### src/rtl/ball_switch_pkg.sv
// Shared definitions for the ball-switch sensor path (debounce and LED stages).
package ball_switch_pkg;

  // Debouncer FSM states: two stable levels, each with a qualifying state
  // that must survive the full window before the clean level flips.
  typedef enum logic [1:0] {
    S_LOW       = 2'd0,
    S_QUAL_HIGH = 2'd1,
    S_HIGH      = 2'd2,
    S_QUAL_LOW  = 2'd3
  } state_t;

  // 10 ms at 100 MHz
  localparam int DEBOUNCE_DEFAULT = 1000000;
  localparam int SYNC_DEFAULT     = 2;

  // Contact levels, shared with the LED stage
  localparam logic LOW  = 1'b0;
  localparam logic HIGH = 1'b1;

endpackage

### src/rtl/sensor_sync.sv
// Flop-chain synchroniser for a single asynchronous contact input.
module sensor_sync #(
  parameter int SYNC_STAGES = ball_switch_pkg::SYNC_DEFAULT
) (
  input  logic clk,
  input  logic rst,
  input  logic d,
  output logic q
);

  logic [SYNC_STAGES-1:0] chain;

  // Shift the raw input through SYNC_STAGES flops; the last one is safe to use.
  // NOTE: sequential state uses non-blocking assignments so every flop samples
  // the pre-edge value of its neighbour; blocking here would collapse the chain.
  always_ff @(posedge clk or posedge rst) begin
    if (rst) chain <= '0;
    else     chain <= {chain[SYNC_STAGES-2:0], d};
  end

  assign q = chain[SYNC_STAGES-1];

endmodule

### src/rtl/ball_switch_debounce.sv
// Debounces the ball-switch contact into a clean level plus rise/fall event
// pulses and a saturating count of accepted rising events.
module ball_switch_debounce
  import ball_switch_pkg::*;
#(
  parameter int SYNC_STAGES     = SYNC_DEFAULT,
  parameter int DEBOUNCE_CYCLES = DEBOUNCE_DEFAULT,
  parameter int CNT_W           = 8
) (
  input  logic             clk,
  input  logic             rst,
  input  logic             sensor_raw,
  input  logic             enable,
  input  logic             clear_count,
  output logic             sensor_clean,
  output logic             rise_pulse,
  output logic             fall_pulse,
  output logic [CNT_W-1:0] tilt_count,
  output logic             tilt_count_sat
);

  localparam int             QW       = $clog2(DEBOUNCE_CYCLES + 1);
  localparam logic [QW-1:0]  CNT_LAST = QW'(DEBOUNCE_CYCLES - 1);

  logic          sync_q;
  state_t        state, state_next;
  logic [QW-1:0] qual_cnt, cnt_next;
  logic          clean_next, rise_next, fall_next;

  sensor_sync #(
    .SYNC_STAGES(SYNC_STAGES)
  ) u_sync (
    .clk(clk),
    .rst(rst),
    .d  (sensor_raw),
    .q  (sync_q)
  );

  // Next-state logic: a new level must hold for DEBOUNCE_CYCLES+1 samples
  // with enable high, otherwise the FSM falls back to its stable state.
  // NOTE: every output of this block gets a default first, so no path leaves
  // a signal unassigned and no latch is inferred.
  always_comb begin
    state_next = state;
    cnt_next   = qual_cnt;
    clean_next = sensor_clean;
    rise_next  = 1'b0;
    fall_next  = 1'b0;
    unique case (state)
      S_LOW: begin
        if (enable && sync_q == HIGH) begin
          state_next = S_QUAL_HIGH;
          cnt_next   = '0;
        end
      end
      S_QUAL_HIGH: begin
        if (sync_q == LOW || !enable) begin
          state_next = S_LOW;
        end else if (qual_cnt == CNT_LAST) begin
          state_next = S_HIGH;
          clean_next = HIGH;
          rise_next  = 1'b1;
        end else begin
          cnt_next = qual_cnt + QW'(1);
        end
      end
      S_HIGH: begin
        if (enable && sync_q == LOW) begin
          state_next = S_QUAL_LOW;
          cnt_next   = '0;
        end
      end
      S_QUAL_LOW: begin
        if (sync_q == HIGH || !enable) begin
          state_next = S_HIGH;
        end else if (qual_cnt == CNT_LAST) begin
          state_next = S_LOW;
          clean_next = LOW;
          fall_next  = 1'b1;
        end else begin
          cnt_next = qual_cnt + QW'(1);
        end
      end
      default: state_next = S_LOW;
    endcase
  end

  // FSM state, qualification counter and registered outputs.
  // NOTE: reset clears only control state and outputs; there is no memory
  // array here that would need (or benefit from) a reset.
  always_ff @(posedge clk or posedge rst) begin
    if (rst) begin
      state        <= S_LOW;
      qual_cnt     <= '0;
      sensor_clean <= LOW;
      rise_pulse   <= 1'b0;
      fall_pulse   <= 1'b0;
    end else begin
      state        <= state_next;
      qual_cnt     <= cnt_next;
      sensor_clean <= clean_next;
      rise_pulse   <= rise_next;
      fall_pulse   <= fall_next;
    end
  end

  assign tilt_count_sat = &tilt_count;

  // Saturating rising-event counter; a coincident clear drops the event.
  always_ff @(posedge clk or posedge rst) begin
    if (rst)                              tilt_count <= '0;
    else if (clear_count)                 tilt_count <= '0;
    else if (rise_next && !tilt_count_sat) tilt_count <= tilt_count + CNT_W'(1);
  end

endmodule

### config.mk
export PLATFORM = sky130hd
export DESIGN_NAME = ball_switch_debounce
export DESIGN_NICKNAME = d
export VERILOG_FILES = /design/src/rtl/ball_switch_pkg.sv /design/src/rtl/sensor_sync.sv /design/src/rtl/ball_switch_debounce.sv
export SDC_FILE = /design/constraint.sdc
export NUM_CORES = 1
export LEC_CHECK = 0
export CORE_MARGIN = 5
export CORE_UTILIZATION = 60
export DETAILED_ROUTE_END_ITERATION = 8
export PLACE_DENSITY = 0.8
export SETUP_SLACK_MARGIN = 0.15
export SYNTH_ARGS = -nofsm -noshare
export SYNTH_HDL_FRONTEND = slang
export SYNTH_SLANG_ARGS = --single-unit
### constraint.sdc
create_clock -name clk -period 5.1 [get_ports clk]
set_input_delay 1.53 -clock clk [delete_from_list [all_inputs] [get_ports clk]]
set_output_delay 1.53 -clock clk [all_outputs]
set_load 0.02 [all_outputs]
==> run_results.csv, run 1 <==
group,metric,value,unit
power,powerDensity,246,nW/um^2
synthesis,postSynthCellCount,186,
power,power_leakage,0.000920,uW
synthesis,synthArstFlopShare,100,%
final_layout,mostFrequentLayoutCells,"dfrtp_1 (35), nand3_1 (16), clkdlybuf4s50_1 (16)",
critical_path,r2r_start,"qual_cnt[0]",
critical_path,ff2ff_path_depth,6,
cts,root_buffer,"clkbuf_4",
outcome,status,"complete, no violations",
die,die_w,65.2,microns
critical_path,worstReg2RegEnd,"qual_cnt[15]",
final_layout,final_layout_size_suffix_gt1_share,10.2,%
synthesis,synth-compound-area-share,14.9,%
timing,whs,0.367,ns
cts,cts_hold_buf,0,
drt,dr.pass1.iters,4,
synthesis,synth_enable_flop_cells,0,
min_path,hp-class,"flip-flop to flip-flop",
cts,cts_setup_buffers,0,
die,dieArea,4250,sq um
critical_path,worstPathCellList,"ha_1, nand3_1, or2_2, inv_1, clkdlybuf4s50_1",
drt,wl_per_cell,15.4,microns
critical_path,arrival,2.04,ns
synthesis,synth_fp_nets,193,
cts,ctsResizeCount,0,
placement,placed_area,2010,sq um
drt,routed-via-count,1509,
synthesis,synth_top_family_by_area,"simple AND/OR/NAND/NOR gates",
timing,finalSetupViolCount,0,
critical_path,critPathCaptureType,"primary output",
min_path,worstHoldEndpoint,"u_sync.chain[1]",
drt,final_antenna_net_count,0,
die,rows,20,
synthesis,ys_types,43,
power,vdd_drop_max,0.000135,V
timing,final-hold-violation-count,0,
drt,dr.first_iter.drc_count,86,
global_route,grt_max_degree,36,
timing,worst_slew_pin_slew,1.22,ns
final_layout,areaGrowthSynthToFinish,15.0,%
final_layout,fillers,236,
synthesis,syn_avg_cell_area,9.82,sq um
critical_path,slowest_delay,0.59,ns
cts,cts_tree,"done",
flow_run,cap_viol_max_count,0,
drt,routed_wl,3660,microns
synthesis,synth_mux_area_share,3.97,%
timing,timing.final.crit_share,69.9,%
placement,hpwlAfterDp,2550,microns
timing,period_minus_slack,3.57,ns
min_path,hold_depth,0,
cts,clk_pin_slew_worst_paths,0.11,ns
die,die_height,65.2,microns
critical_path,critical_path_class,"flip-flop to primary output",
die,initial_core_util,61.3,%
power,power,517,uW
synthesis,synth-xor-area-share,3.84,%
min_path,min-delay-start,"u_sync.chain[0]",
global_route,antenna_found_initial,0,
timing,skew,0.0102,ns
timing,clock.fmax,0.280,GHz
synthesis,synth_area_leader_cell,"dfrtp_1",
cts,cts_made_buffers,5,
cts,cts_buffer_depth,2,
cts,cts.sinks,35,
synthesis,synth_area,1830,sq um
global_route,grt_pass1_wl,6460,microns
placement,finalWeightedCongestion,0.828,
synthesis,synth-main-ff-cell,"dfrtp_1",
final_layout,design_area,2100,sq um
global_route,grt_pass1_vias,1418,
synthesis,synthAdderAreaFrac,1.37,%
placement,io_buffers,16,
timing,finalMaxSlewViolations,0,
synthesis,synth.area.top_cells,"dfrtp_1 (48%), a21oi_1 (4.4%), nand3_1 (4.4%), a22o_1 (3.4%), a31oi_1 (3.1%)",
final_layout,num_antenna_cells,0,
drt,vias_per_cell,6.34,
synthesis,yosysTopAreaCellShare,47.9,%
critical_path,r2r_slack,2.68,ns
critical_path,cp.required,3.57,ns
synthesis,ys_seq_elements,35,
synthesis,yosysWarnings,0,
timing,setup_tns,0,ns
die,coreArea,2980,sq um
drt,drc,0,
global_route,grt-ovfl-total,0,
critical_path,worstSetupStartpointType,"flip-flop",
final_layout,final_common_cell,"dfrtp_1",
synthesis,seq_area_frac_synth,47.9,%
critical_path,worstPathMaxFanout,4,
synthesis,synthSimpleGateAreaFrac,25.3,%
timing,rsz0062_at_grt,"false",
cts,htree_levels,2,
cts,clock_latency,0.35,ns
global_route,track_usage,20.0,%
timing,worst_slew_margin_rel,18.6,%
critical_path,cpMaxStageDelayCell,"clkdlybuf4s50_1",
final_layout,fin_nets,211,
die,ios,17,
-- synth_stat cells (all sizes together), types with 4 or more instances --
cell,count
dfrtp,35
nand2,16
nor3,4
a21oi,16
a31oi,9
and4,6
inv,6
nand4,4
nor2,11
o21ai,5
and3,4
a22o,7
nand3,18
mux2i,5
xor2,6
-- how the worst max path moves through the flow --
stage             startpoint        endpoint  slack (ns)  depth (start not counted)
2_1_floorplan  tilt_count[0]  tilt_count_sat        2.33                          4
3_3_place_gp          enable    qual_cnt[15]        1.65                          5
3_5_place_dp          enable     qual_cnt[9]        1.52                          5
4_1_cts        tilt_count[0]  tilt_count_sat        1.51                          5
5_1_grt        tilt_count[0]  tilt_count_sat        1.43                          5
6_report       tilt_count[0]  tilt_count_sat        1.53                          5
-- area by class of cell --
type / count / area (sq um) / share of cell area (%)
flip-flops and latches: 35 / 876 / 41.7
inverters: 6 / 22.5 / 1.07
clock buffers: 6 / 51.3 / 2.44
multi-input cells: 139 / 907 / 43.2
clock inverters: 2 / 35.0 / 1.67
well taps: 33 / 41.3 / 1.97
repair buffers: 17 / 168 / 7.98
-- critical path: cells and delay by family, from the launching register on --
family,cells,cell delay (ns)
and+or+nand+nor,2,0.39
adders and majority gates,1,0.22
DFF,1,0.42
buffers and inverters,2,0.65
-- through the flow --
| stage | util [%] | instances | setup slack (ns) |
|---|---|---|---|
| global placement | 67.6 | 230 | 1.65 |
| global route | 70.5 | 238 | 1.43 |
| detailed placement | 67.6 | 230 | 1.52 |
| floorplan | - | 186 | 2.33 |
| finish | 70.5 | 238 | 1.53 |
| CTS | 70.5 | 238 | 1.51 |
-- cell families after synthesis --
kind of cell	after synthesis
AO/OA/AOI/OAI	43
XOR/XNOR	8
adder cells (fa/ha/maj)	2
buffers and inverters	12
flip-flops	35
multiplexers	7
AND/OR/NAND/NOR	79
-- layer usage --
layer / global-route usage [%] / vias to the layer above / part of all wire, %
met1: 23.4 / 734 / 44
li1: - / 722 / -
met3: 5.64 / 7 / 4.6
met4: 9.59 / 0 / 2.0
met5: 0 / - / 0
met2: 33.9 / 46 / 49
-- power breakdown --
part	switching, uW	total, uW	internal, uW
clock network	96.7	212	116
registers	2.91	283	280
logic	13.7	20.9	7.15
-- state kept, by name (all words and copies together), names as in the netlist --
register / cells
sensor_clean: 1
state: 2
tilt_count: 8
qual_cnt: 20
fall_pulse: 1
rise_pulse: 1
u_sync.chain: 2
Note: power is estimated with default switching activity, not from simulation.
==> inputs of run 2 (changes only) <==
--- a/config.mk
+++ b/config.mk
@@ -6,9 +6,9 @@
 export NUM_CORES = 1
 export LEC_CHECK = 0
 export CORE_MARGIN = 5
-export CORE_UTILIZATION = 60
+export CORE_UTILIZATION = 56
 export DETAILED_ROUTE_END_ITERATION = 8
-export PLACE_DENSITY = 0.8
+export PLACE_DENSITY = 0.75
 export SETUP_SLACK_MARGIN = 0.15
 export SYNTH_ARGS = -nofsm -noshare
 export SYNTH_HDL_FRONTEND = slang
==> constraint.sdc (replaced) <==
create_clock -name clk -period 3.75 [get_ports clk]
set_input_delay 1.125 -clock clk [delete_from_list [all_inputs] [get_ports clk]]
set_output_delay 1.125 -clock clk [all_outputs]
set_load 0.02 [all_outputs]
==> run 2 against run 1 <==
Clock power shrank 9.4%. Clock skew shrank 0.0062 ns. Cell count grew 5.0%. Worst hold slack gained 0.010 ns. Critical path depth is the same. Setup slack lost 0.93 ns. Core utilization shrank 3.3 points. Sequential share of layout area grew 0.30 points. Die area grew 6.0%. Cell area shrank 0.71%. Power grew 17%. Critical endpoint unchanged.
==> run_results.csv, run 2 (synthesis gave the netlist of run 1 again) <==
group,metric,value,unit
die,ios,17,
placement,dp_worst_setup_slack,0.788,ns
cts,root_buffer,"clkbuf_4",
global_route,grt_pass1_wl,6450,microns
timing,timing.final.crit_share,84.0,%
global_route,grt_pass1_vias,1458,
drt,vias_per_cell,6.13,
drt,final_antenna_net_count,0,
die,die_height,67.1,microns
placement,io_buffers,16,
drt,routed_wl,3710,microns
placement,hpwlAfterDp,2630,microns
final_layout,reg_top3,"qual_cnt x20, tilt_count x8",
timing,rsz0062_at_grt,"false",
placement,finalWeightedCongestion,0.813,
critical_path,ff2ff_path_depth,6,
final_layout,final_common_cell,"dfrtp_1",
cts,htree_levels,2,
cts,cts_hold_buf,0,
critical_path,arrival,2.03,ns
final_layout,mostFrequentLayoutCells,"dfrtp_1 (35), nand3_1 (16), clkdlybuf4s50_1 (16)",
min_path,hp-class,"flip-flop to flip-flop",
cts,ctsResizeCount,0,
final_layout,register_area,876,sq um
timing,final-hold-violation-count,0,
power,powerDensity,291,nW/um^2
power,vdd_drop_max,0.000241,V
critical_path,critPathCaptureType,"primary output",
timing,fin_ws,0.600,ns
cts,clock_latency,0.33,ns
global_route,antenna_found_initial,0,
timing,worst_slew_margin_rel,64.3,%
die,coreArea,3100,sq um
drt,routed-via-count,1532,
flow_run,cap_viol_max_count,0,
timing,finalSetupViolCount,0,
final_layout,fillers,258,
die,dieArea,4500,sq um
timing,setup_tns,0,ns
min_path,hold_depth,0,
timing,finalMaxSlewViolations,0,
final_layout,fin_nets,212,
final_layout,multiInputGateArea,907,sq um
cts,cts_tree,"done",
final_layout,regMostFlops,"qual_cnt",
cts,cts_buffer_depth,2,
final_layout,final_util,67.2,%
die,initial_core_util,58.9,%
drt,dr.first_iter.drc_count,111,
global_route,grt-ovfl-total,0,
timing,period_minus_slack,3.15,ns
final_layout,largest_reg_flops,20,
critical_path,critical_path_class,"flip-flop to primary output",
drt,drc,0,
final_layout,num_antenna_cells,0,
cts,clk_pin_slew_worst_paths,0.10,ns
critical_path,worstPathMaxFanout,4,
power,power,607,uW
cts,cts_setup_buffers,0,
timing,clock.fmax,0.317,GHz
final_layout,areaGrowthSynthToFinish,14.2,%
drt,dr.pass1.iters,4,
outcome,status,"complete, no violations",
cts,cts_made_buffers,5,
global_route,track_usage,19.0,%
power,power_leakage,0.000906,uW
timing,skew,0.00395,ns
timing,worst_slew_pin_slew,0.532,ns
drt,wl_per_cell,14.8,microns
cts,cts.sinks,35,
die,rows,20,
critical_path,cp.required,2.62,ns
final_layout,final_layout_size_suffix_gt1_share,9.71,%
global_route,grt_max_degree,36,
critical_path,worstSetupStartpointType,"flip-flop",
die,die_w,67.1,microns
-- run 2: cell types whose count changed in the layout (fill, tap and decap cells not counted), sizes merged --
cell	previous run	this run
bufinv	1	0
buf	1	2
clkbuf	6	7
-- run 2: worst paths after layout --
check / startpoint / endpoint / slack (ns)
max: tilt_count[0] / tilt_count_sat / 0.60
min: u_sync.chain[0] / u_sync.chain[1] / 0.38
max reg2reg: qual_cnt[1] / qual_cnt[16] / 1.48
min reg2reg: u_sync.chain[0] / u_sync.chain[1] / 0.38
max in group asynchronous: rst / qual_cnt[10] / 2.27
min in group asynchronous: rst / state[1] / 1.18
-- run 2: final cells by class --
cell class	instances	share of cell area, %
Clock buffer	7	2.16
Multi-Input combinational cell	139	43.5
Clock inverter	1	0.240
Timing Repair Buffer	18	8.40
Sequential cell	35	42.0
Inverter	6	1.08
Tap cell	44	2.64
-- run 2: report_power, final --
| part | switching [uW] | leakage, uW | total, uW | internal (uW) |
|---|---|---|---|---|
| registers | 4.06 | 0.000477 | 385 | 381 |
| logic | 19.4 | 0.000400 | 29.4 | 10.0 |
| clock network | 119 | 0.0000293 | 192 | 73.0 |
| total | 142 | 0.000906 | 607 | 464 |
-- run 2: worst max-delay path, stage by stage (launching register included) --
cell and delay [ns]:
dfrtp_1 0.42, ha_1 0.22, nand3_1 0.07, or2_2 0.32, inv_1 0.07, clkdlybuf4s50_1 0.59
-- run 2: metrics by stage --
step	area, sq um	hold WS, ns	instances
global placement	2040	0.335	242
floorplan	1830	0.331	186
global route	2090	0.402	250
finish	2090	0.377	250
detailed placement	2040	0.360	242
CTS	2090	0.383	250
-- run 2: routing by layer --
layer | track usage [%] | wire [microns]
met5 | 0 | 0
met1 | 22.2 | 1590
met4 | 6.84 | 48
met2 | 33.0 | 1850
met3 | 5.56 | 220
